File: src/rtl/down_counter.sv
// down_counter: loadable down-counter / interval timer.
// Load a start value, start it, and it decrements on enable while running.
// The edge that takes count from 1 to 0 also raises a one-cycle done pulse
// and the sticky expired flag, so no extra cycle is spent idling at zero.
// Optional feature macro: DOWN_COUNTER_AUTO_RELOAD_EN. When it is defined,
// the terminal decrement reloads the last loaded value and keeps running.
module down_counter #(
  parameter int COUNT_WIDTH = 16,
  parameter int IDATA_WIDTH = 16
) (
  input  logic                   clk,
  input  logic                   reset,
  input  logic                   load,
  input  logic                   start,
  input  logic                   stop,
  input  logic                   enable,
  input  logic [IDATA_WIDTH-1:0] data_in,
  output logic [COUNT_WIDTH-1:0] count,
  output logic                   busy,
  output logic                   done,
  output logic                   expired
);

  if (IDATA_WIDTH != COUNT_WIDTH) begin : g_width_check
    $error("down_counter: IDATA_WIDTH must equal COUNT_WIDTH");
  end

  typedef enum logic {
    ST_IDLE = 1'b0,
    ST_RUN  = 1'b1
  } state_t;

  localparam logic [COUNT_WIDTH-1:0] CNT_ZERO = '0;
  localparam logic [COUNT_WIDTH-1:0] CNT_ONE  = COUNT_WIDTH'(1);

  state_t                   state_q, state_d;
  logic [COUNT_WIDTH-1:0]   count_q, count_d;
  logic                     done_q, done_d;
  logic                     expired_q, expired_d;
  logic [COUNT_WIDTH-1:0]   reload_val;

`ifdef DOWN_COUNTER_AUTO_RELOAD_EN
  logic [COUNT_WIDTH-1:0]   reload_q, reload_d;

  // Reload value tracks every load; a zero reload means one-shot behaviour.
  always_comb begin
    reload_d = reload_q;
    if (load) begin
      reload_d = COUNT_WIDTH'(data_in);
    end
  end

  // Reload register, cleared by reset.
  always_ff @(posedge clk) begin
    if (!reset) begin
      reload_q <= '0;
    end else begin
      reload_q <= reload_d;
    end
  end

  assign reload_val = reload_q;
`else
  assign reload_val = CNT_ZERO;
`endif

  // Next-state decode; priority is load > stop > start > enable.
  always_comb begin
    state_d   = state_q;
    count_d   = count_q;
    done_d    = 1'b0;
    expired_d = expired_q;
    if (load) begin
      count_d   = COUNT_WIDTH'(data_in);
      state_d   = ST_IDLE;
      expired_d = 1'b0;
    end else if (stop) begin
      // Aborting a run holds the count and leaves expired alone.
      if (state_q == ST_RUN) begin
        state_d = ST_IDLE;
      end
    end else if (start && (state_q == ST_IDLE)) begin
      if (count_q != CNT_ZERO) begin
        state_d   = ST_RUN;
        expired_d = 1'b0;
      end else begin
        // Zero-length timer: expire immediately without entering RUN.
        done_d    = 1'b1;
        expired_d = 1'b1;
      end
    end else if ((state_q == ST_RUN) && enable) begin
      if (count_q > CNT_ONE) begin
        count_d = count_q - CNT_ONE;
      end else if (count_q == CNT_ONE) begin
        done_d    = 1'b1;
        expired_d = 1'b1;
        if (reload_val != CNT_ZERO) begin
          count_d = reload_val;
        end else begin
          count_d = CNT_ZERO;
          state_d = ST_IDLE;
        end
      end else begin
        // Never reached in normal use; never wrap below zero.
        state_d = ST_IDLE;
      end
    end
  end

  // State and output registers with synchronous active-low reset.
  always_ff @(posedge clk) begin
    if (!reset) begin
      state_q   <= ST_IDLE;
      count_q   <= '0;
      done_q    <= 1'b0;
      expired_q <= 1'b0;
    end else begin
      state_q   <= state_d;
      count_q   <= count_d;
      done_q    <= done_d;
      expired_q <= expired_d;
    end
  end

  assign count   = count_q;
  assign busy    = (state_q == ST_RUN);
  assign done    = done_q;
  assign expired = expired_q;

endmodule

File: config.mk
export PLATFORM = sky130hd
export DESIGN_NAME = down_counter
export DESIGN_NICKNAME = d
export VERILOG_FILES = /design/src/rtl/down_counter.sv
export SDC_FILE = /design/constraint.sdc
export NUM_CORES = 1
export LEC_CHECK = 0
export ABC_AREA = 1
export CAP_MARGIN = 20
export CELL_PAD_IN_SITES_DETAIL_PLACEMENT = 0
export CELL_PAD_IN_SITES_GLOBAL_PLACEMENT = 1
export CORE_ASPECT_RATIO = 1.1
export CORE_MARGIN = 4
export CORE_UTILIZATION = 31
export CTS_BUF_LIST = sky130_fd_sc_hd__clkbuf_4 sky130_fd_sc_hd__clkbuf_8
export DETAILED_ROUTE_END_ITERATION = 8
export PLACE_DENSITY_LB_ADDON = 0.1
export SLEW_MARGIN = 30
export SYNTH_ARGS = -nofsm -noshare
export SYNTH_HDL_FRONTEND = slang
export SYNTH_SLANG_ARGS = --single-unit
File: constraint.sdc
create_clock -name clk -period 1.4 [get_ports clk]
set_input_delay 0.21 -clock clk [delete_from_list [all_inputs] [get_ports clk]]
set_output_delay 0.21 -clock clk [all_outputs]
set_load 0.005 [all_outputs]
==> flow_summary_export.csv, run 1 <==
group,metric,value,unit
outcome,status,"finished with violations",
outcome,failed_checks,"setup timing",
timing,fin_setup_tns,-1.225,ns
logic_synthesis,muxShareOfSynthArea,0,
setup_path,crit_path_frequent_cell,"nor2_1",
setup_path,cp_data_arrival_time,1.66,ns
drt,antenna_left,0,
die,num_rows,25,
min_path,min_path_type,"flop to flop",
logic_synthesis,yosys.area_share.simple,0.4590,
die,die_area,5887,sq um
die,initial_core_util,0.3296,
logic_synthesis,yosysTopAreaCell,"dfxtp_1",
placed_design,portBuffers,40,
placed_design,pre_cts_ws,-0.2192,ns
logic_synthesis,synth_top_family_by_area,"simple AND/OR/NAND/NOR gates",
logic_synthesis,seq_area_frac_synth,0.2598,
timing,fin_ws,-0.1071,ns
grt,grtUsageMet2,0.2730,
grt,grt_pass1_wl,7541,um
cts,root_buffer,"clkbuf_8",
logic_synthesis,synth_top_area_share,0.2598,
logic_synthesis,syn_nets,249,
logic_synthesis,syn-cell-area,1464,sq um
flow_run,cap_violations,0,
drt,wire_per_inst,12.94,um
logic_synthesis,synth_most_common_cell,"nand2_1",
die,core,4442,sq um
logic_synthesis,synth-seq-cells,19,
drt,drt_iter0_drc,34,
drt,route.detailed.drc,0,
grt,antenna_found_initial,0,
die,die_y,80.07,um
timing,setup_viol,17,
cts,cts_tree,"yes",
cts,cts_hold_buf,0,
logic_synthesis,syn_avg_cell_area,6.535,sq um
timing,hold_slack,0.4875,ns
cts,clkTransAtPathRegs,0.08,ns
cts,ctsHtreeMaxLevel,1,
logic_synthesis,ys.flop_type,"dfxtp_1",
setup_path,r2r_slack,-0.11,ns
placed_design,place_area,2247,sq um
grt,grt-busiest-layer,"met2",
finish,fill_cells,491,
timing,fin_worst_skew,0.003990,ns
finish,num_antenna_cells,0,
logic_synthesis,synth_common_cells,"64 x nand2_1, 33 x nor2_1, 25 x inv_1",
finish,post-route-util,0.5456,
grt,gr-usage-all-layers,0.1651,
placed_design,dp_hpwl,3491,um
timing,hold_viol,0,
grt,overflow,0,
timing,fmax,663.5,MHz
timing,layout_min_cycle_time,1.507,ns
drt,detail_route.vias_per_cell,4.493,
setup_path,cp.required,1.55,ns
timing,finalMaxSlewViolations,0,
setup_path,cp_slowest_cell,"dfxtp_2",
grt,grt_max_degree,18,
logic_synthesis,synth.top_cells.by_area,"dfxtp_1 26%, nand2_1 16%, nor2_1 8.5%",
timing,finalCritPeriodShare,1.076,
drt,first_pass_iters,4,
die,die_w,73.52,um
logic_synthesis,yosysWarningCount,0,
setup_path,slowest_delay,0.33,ns
setup_path,critPathCaptureType,"flop",
finish,stdcell_count,363,
finish,area_growth_syn_to_layout,65.56,%
cts,clockBufferDepth,2,
power_and_ir_drop,power.total,1.785,mW
logic_synthesis,synth_compound_area_frac,0.1009,
logic_synthesis,synth_cell_types,26,
finish,final_nets,335,
power_and_ir_drop,power_density,736.4,nW/um^2
finish,multi_input_area,1071,sq um
finish,regArea,401.6,sq um
setup_path,critical_path_class,"flop to flop",
grt,grt_pass1_vias,1563,
power_and_ir_drop,leakage,1.139,nW
logic_synthesis,synthCells,224,
finish,drive_gt1_frac,0.3625,
drt,wl,4696,um
finish,design_area,2424,sq um
placed_design,dp_cells,354,
logic_synthesis,synthAdderAreaFrac,0.02564,
logic_synthesis,synth_enable_flop_cells,0,
die,ios,41,
timing,worst_pin_slew,0.2563,ns
cts,insertion_delay,0.26,ns
timing,rsz0062_at_grt,"yes",
grt,use_met1,0.2148,
logic_synthesis,synth_xor_area_frac,0.05983,
grt,use_met3,0.03504,
cts,cts_buffers,3,
setup_path,cp_cell_sequence,"nor2_2, nand2_1, nor2_4, nand3_4, nand2_8, inv_1, nand2_1, nor2_1, nor2_1, nor2_1",
placed_design,place_congestion,0.8669,
logic_synthesis,synthArstFlopShare,0,
cts,cts_sinks,19,
setup_path,cp_max_fo,5,
setup_path,start_kind,"flop",
power_and_ir_drop,vdd.ir_drop.worst,0.3403,mV
timing,slew_headroom,0.8291,
drt,vias,1631,
cells in the final DEF (no fill, tap or decap), types with 2 or more instances in the layout:
cell	synthesis	routed
nor3_1	2	2
nand2_4	1	3
nand3_1	17	15
dfxtp_2	0	14
nor2_1	33	27
xnor2_1	4	4
nor2_4	3	6
a21oi_1	10	10
inv_2	0	2
clkbuf_8	0	3
buf_4	0	42
a21oi_2	8	8
nand3_2	9	10
ha_4	0	2
dfxtp_1	19	4
o21ai_1	0	2
nor2_2	2	5
inv_4	0	2
clkdlybuf4s50_1	0	25
nand2_2	1	7
nand3_4	1	2
xor2_1	6	6
nand2_1	64	57
nand2_8	1	2
nand3b_1	2	2
dlygate4sd2_1	0	15
clkinv_1	2	2
inv_1	25	21
o21ai_0	4	2
cells by family after synthesis:
kind of cell	after synthesis
AND/OR/NAND/NOR	137
buffers and inverters	32
AO/OA/AOI/OAI	23
flip-flops	19
XOR/XNOR	10
adder cells (fa/ha/maj)	3
per-layer routing:
layer | routed length [um] | part of all wire | vias up
met5 | 0 | 0 | -
met3 | 217 | 0.046 | 4
met2 | 2213 | 0.47 | 30
met4 | 33 | 0.0070 | 0
met1 | 2231 | 0.48 | 719
li1 | - | - | 878
critical path: cells and delay by family (launching register included):
| family | cells | cell delay [ns] |
|---|---|---|
| AND/OR/NAND/NOR | 9 | 1.02 |
| flip-flops | 1 | 0.33 |
| buffers and inverters | 1 | 0.04 |
area by class of cell:
| cell class | instances | share of cell area |
|---|---|---|
| clock buffer | 4 | 0.02013 |
| inverter | 27 | 0.04388 |
| timing repair buffer | 84 | 0.3005 |
| tap | 54 | 0.02788 |
| multi-input combinational | 175 | 0.4419 |
| sequential | 19 | 0.1657 |
flip-flops by register name, summed over array words and instances (netlist names):
signal   cells
busy         1
count       16
done         1
expired      1
repair_timing:
action | 4_1_cts | 5_1_grt
buffers inserted | 3 | 0
resized for setup | 44 | 10
endpoints found under the setup margin | 34 | 21
pin swaps | 6 | 0
gates cloned | 2 | 0
path summary, 6_finish.rpt:
path	start	end	depth (start not counted)
worst max-delay path	count[12]	count[12]	10
worst min-delay path	expired	expired	2
worst max register to register	count[12]	count[12]	10
worst min register to register	expired	expired	2
power breakdown:
part | internal (mW) | switching, mW | leakage, nW
clock network | 0.222 | 0.203 | 0.0262
logic | 0.379 | 0.368 | 0.951
registers | 0.580 | 0.0319 | 0.162
Note: power is estimated with default switching activity, not from simulation.
==> run 2: changes to the inputs <==
TNS_END_PERCENT = 20   (was default)
==> run 2 against run 1 <==
  * The flow still finishes with violations (setup timing)
  * Hold slack about the same
  * Count of clock-buffer cells in the layout stayed put
  * Non-clock buffer count is 1 lower
  * Critical path type unchanged
  * Largest cell class unchanged
  * Highest routed layer unchanged
==> flow_summary_export.csv, run 2 (synthesized netlist as in run 1, its figures left out) <==
group,metric,value,unit
grt,overflow,0,
grt,gr-usage-all-layers,0.1628,
timing,worst_pin_slew,0.2543,ns
cts,clkTransAtPathRegs,0.08,ns
placed_design,dp_hpwl,3491,um
placed_design,place_area,2247,sq um
setup_path,cp_data_arrival_time,1.70,ns
placed_design,portBuffers,40,
timing,fmax,665.5,MHz
timing,layout_min_cycle_time,1.503,ns
cts,root_buffer,"clkbuf_8",
finish,largest_reg_flops,16,
finish,drive_gt1_frac,0.3377,
timing,fin_setup_tns,-1.148,ns
setup_path,critical_path_class,"flop to flop",
die,ios,41,
drt,detail_route.vias_per_cell,4.472,
min_path,min_path_type,"flop to flop",
outcome,failed_checks,"setup timing",
die,die_y,80.07,um
cts,insertion_delay,0.26,ns
finish,final_cell_mix,"60 x nand2_1, 42 x buf_4, 29 x nor2_1",
grt,grt_pass1_wl,7424,um
timing,hold_slack,0.4871,ns
drt,wl,4681,um
finish,design_area,2380,sq um
setup_path,start_kind,"flop",
die,initial_core_util,0.3296,
power_and_ir_drop,vdd.ir_drop.worst,0.3377,mV
timing,rsz0062_at_grt,"yes",
grt,antenna_found_initial,0,
grt,grt_pass1_vias,1527,
timing,hold_viol,0,
setup_path,cp_max_fo,6,
outcome,status,"finished with violations",
setup_path,cp.required,1.59,ns
die,num_rows,25,
finish,fill_cells,498,
die,die_w,73.52,um
grt,grt_max_degree,18,
drt,drt_iter0_drc,25,
die,die_area,5887,sq um
finish,area_growth_syn_to_layout,62.56,%
drt,antenna_left,0,
flow_run,cap_violations,0,
cts,cts_tree,"yes",
cts,clockBufferDepth,2,
die,core,4442,sq um
timing,setup_viol,18,
drt,route.detailed.drc,0,
power_and_ir_drop,leakage,1.158,nW
timing,fin_worst_skew,0.003754,ns
finish,final_nets,334,
power_and_ir_drop,power_density,741.7,nW/um^2
cts,ctsHtreeMaxLevel,1,
drt,vias,1619,
setup_path,critPathCaptureType,"flop",
timing,finalCritPeriodShare,1.073,
timing,slew_headroom,0.8305,
cts,cts_buffers,3,
drt,first_pass_iters,4,
drt,wire_per_inst,12.93,um
finish,num_antenna_cells,0,
timing,finalMaxSlewViolations,0,
cts,cts_sinks,19,
cts,cts_hold_buf,0,
finish,final_common_cell,"nand2_1",
timing,fin_ws,-0.1025,ns
placed_design,place_congestion,0.8669,
-- run 2: cell count changes in the layout (fill, tap and decap cells not counted), sizes merged --
cell	previous run	this run
buf	44	43
clkdlybuf4s50	25	24
dlygate4sd2	15	14
dlymetal6s2s	0	2
-- run 2: final timing paths --
check        depth (start not counted)  slack (ns)   endpoint     start
max                                  9       -0.10  count[10]  count[1]
min                                  2        0.49    expired   expired
min reg2reg                          2        0.49    expired   expired
max reg2reg                          9       -0.10  count[10]  count[1]
-- run 2: critical path: stages (launching register included) --
cell and delay, ns:
dfxtp_2 0.33, inv_2 0.08, ha_1 0.15, nand2_1 0.06
buf_4 0.14, nand3_4 0.16, nand2_4 0.12, nor2_4 0.18
nand2_1 0.09, a21oi_2 0.13
-- run 2: cell type report --
class,instances,area [sq um],area share
Sequential cell,19,402.9,0.1693
Tap cell,54,67.56,0.02839
Inverter,27,101.3,0.04259
Timing Repair Buffer,83,723.2,0.3039
Multi-Input combinational cell,175,1036,0.4353
Clock buffer,4,48.80,0.02050
-- run 2: stage by stage --
stage | total power [mW] | utilization | cells | setup slack (ns)
floorplan | 0.9830 | - | 224 | -0.0004857
global placement | 1.340 | 0.5059 | 354 | -0.1985
detailed placement | 1.336 | 0.5059 | 354 | -0.2192
CTS | 1.772 | 0.5287 | 362 | -0.09871
global route | 1.879 | 0.5358 | 362 | -0.2343
finish | 1.765 | 0.5358 | 362 | -0.1025
-- run 2: power by group --
part | leakage, nW | internal (mW) | switching [mW] | total, mW
clock network | 0.0262 | 0.222 | 0.199 | 0.421
registers | 0.162 | 0.581 | 0.0307 | 0.612
logic | 0.970 | 0.372 | 0.361 | 0.732
-- run 2: metal layers --
metal  global-route usage  share of wire
met5                    0              0
met4              0.04167          0.010
met3              0.03004          0.047
met2               0.2695           0.47
met1               0.2148           0.48
-- run 2: what timing repair did --
action	in CTS	in global routing
pin swaps	3	2
buffers inserted	2	0
endpoints found under the setup margin	34	22
resized for setup	32	12
cloned	2	0
==> variant, RTL diff (flow settings as in run 1) <==
The option `DOWN_COUNTER_AUTO_RELOAD_EN` is turned on by a define.
--- a/src/rtl/down_counter.sv
+++ b/src/rtl/down_counter.sv
@@ -5,4 +5,6 @@
 // Optional feature macro: DOWN_COUNTER_AUTO_RELOAD_EN. When it is defined,
 // the terminal decrement reloads the last loaded value and keeps running.
+`define DOWN_COUNTER_AUTO_RELOAD_EN
+
 module down_counter #(
   parameter int COUNT_WIDTH = 16,
Function: changed (Yosys sat finds a counterexample within 4 cycles, from zero or initial values and one cycle with reset low).
==> variant against run 1 <==
- the run still ends with setup timing left
- synthesized area is 48% higher
- routed wire length is 46% higher
- total power is 70% higher
- via count is 47% higher
- core utilization is 3.5 points lower
- sequential power is 85% higher
- worst setup slack worse by 0.034 ns
- sequential cell count is 16 higher
- critical path depth stayed put
- cell area is 42% higher
- non-clock buffer count is 14 higher
- global-route usage is 0.92 points higher
- clock power is 88% higher
- critical endpoint is now count[14]$_SDFFE_PN0P_
- largest cell class unchanged
- highest routed layer unchanged
==> variant: results (changes against run 1) <==
switching share of power=0.333 (-0.00470); post-synthesis sequential area ratio=0.323 (+0.0631); non-filler cells, final=523 (+44%); CP arrival=1.72 ns (+0.06 ns); Die Wd=87.8 um (+19%); Routed Wire Length=6.84 mm (+46%); post-synthesis net count=371 (+49%); hold_ws=0.444 ns (-0.0437 ns); first-pass GRT wire length=11.4 mm (+51%); iteration-0 DRC count of the detailed router=76 (+120%); post-synthesis area per instance=6.27 um^2 (-4.1%); met1 usage=0.252 (+0.0369); via/cell ratio=4.59 (+2.0%); met3 Use GR=0.0291 (-0.00593); Worst VDD drop=0.000564 V (+66%); Met3 Routed Length=260 um (+20%); setup tns final=-1.71 ns (-0.484 ns); CLK BUF=7 (+3); Seq area share=0.213 (+0.0470); footprint of the multi-input gates=1440 um^2 (+34%); Worst-Skew Late Latency=0.29 ns (+0.03 ns); Seq power=0.00113 W (+85%); Setup Viol. Count Final=16 (-1); Post-synth top cells=nand2_1, inv_1, nor2_1; CTS Buf Count=5 (+2); number of cells after detailed placement=508 (+44%); FILL cells=709 (+44%); total track usage=0.174 (+0.00923); Storage cell area=729 um^2 (+82%); metal1 wirelength=3.44 mm (+54%); failing checks=setup timing; clock network power=0.000800 W (+88%); clock buffer depth=2 (unchanged); largest net degree at the start of global routing=20 (+2); #MultiIn Comb=249 (+42%); pre-CTS setup slack=-0.190 ns (+0.0288 ns); R2R Path End=count[14]$_SDFFE_PN0P_; vias in the first global route=2,332 (+49%); run status=complete, but fails checks; Synth cell types=30 (+15%); CP startpoint=count[14]$_SDFFE_PN0P_; DR WL met2=3.08 mm (+39%); Final WS setup=-0.141 ns (-0.0338 ns); CTS Sinks=35 (+16); share of layout cells above drive strength 1=0.327 (-0.0359); Slew HR=0.724 (-0.105); bufs w/o clock=98 (+17%); ClkCell Share=0.0288 (+0.00869); Detailed Place HPWL=5.34 mm (+53%); non-clk buf share=0.251 (-0.0498); r2r startpoint=count[14]$_SDFFE_PN0P_; largest cells by area after synthesis=dfxtp_1, nand2_1, inv_1, nor2_1, nand3_1
[variant: cell types whose count changed in the layout (fill, tap and decap cells not counted), moves of 5 or more]
| cell | run 1 | this run |
|---|---|---|
| nand2_1 | 57 | 81 |
| nor2_2 | 5 | 11 |
| o22ai_1 | 0 | 11 |
| nand3_1 | 15 | 27 |
| buf_4 | 42 | 51 |
| nand3_2 | 10 | 3 |
| a21oi_1 | 10 | 18 |
| xor2_1 | 6 | 1 |
| o21ai_2 | 0 | 9 |
| inv_1 | 21 | 47 |
| dfxtp_1 | 4 | 20 |
[variant: kinds of logic after synthesis]
family | count (synthesis) | synth area share
and+or+nand+nor | 181 | 0.373
DFF | 35 | 0.323
buffers and inverters | 63 | 0.116
AOI/OAI and AO/OA | 60 | 0.155
xor gates and xnor gates | 4 | 0.0162
adders and majority gates | 3 | 0.0173
[variant: what timing repair did]
item | CTS | global route
endpoints found under the setup margin | 34 | 21
cloned | 2 | 0
hold buffers | 0 | 0
pin swaps | 6 | 20
resized for setup | 48 | 43
buffers inserted | 3 | 2
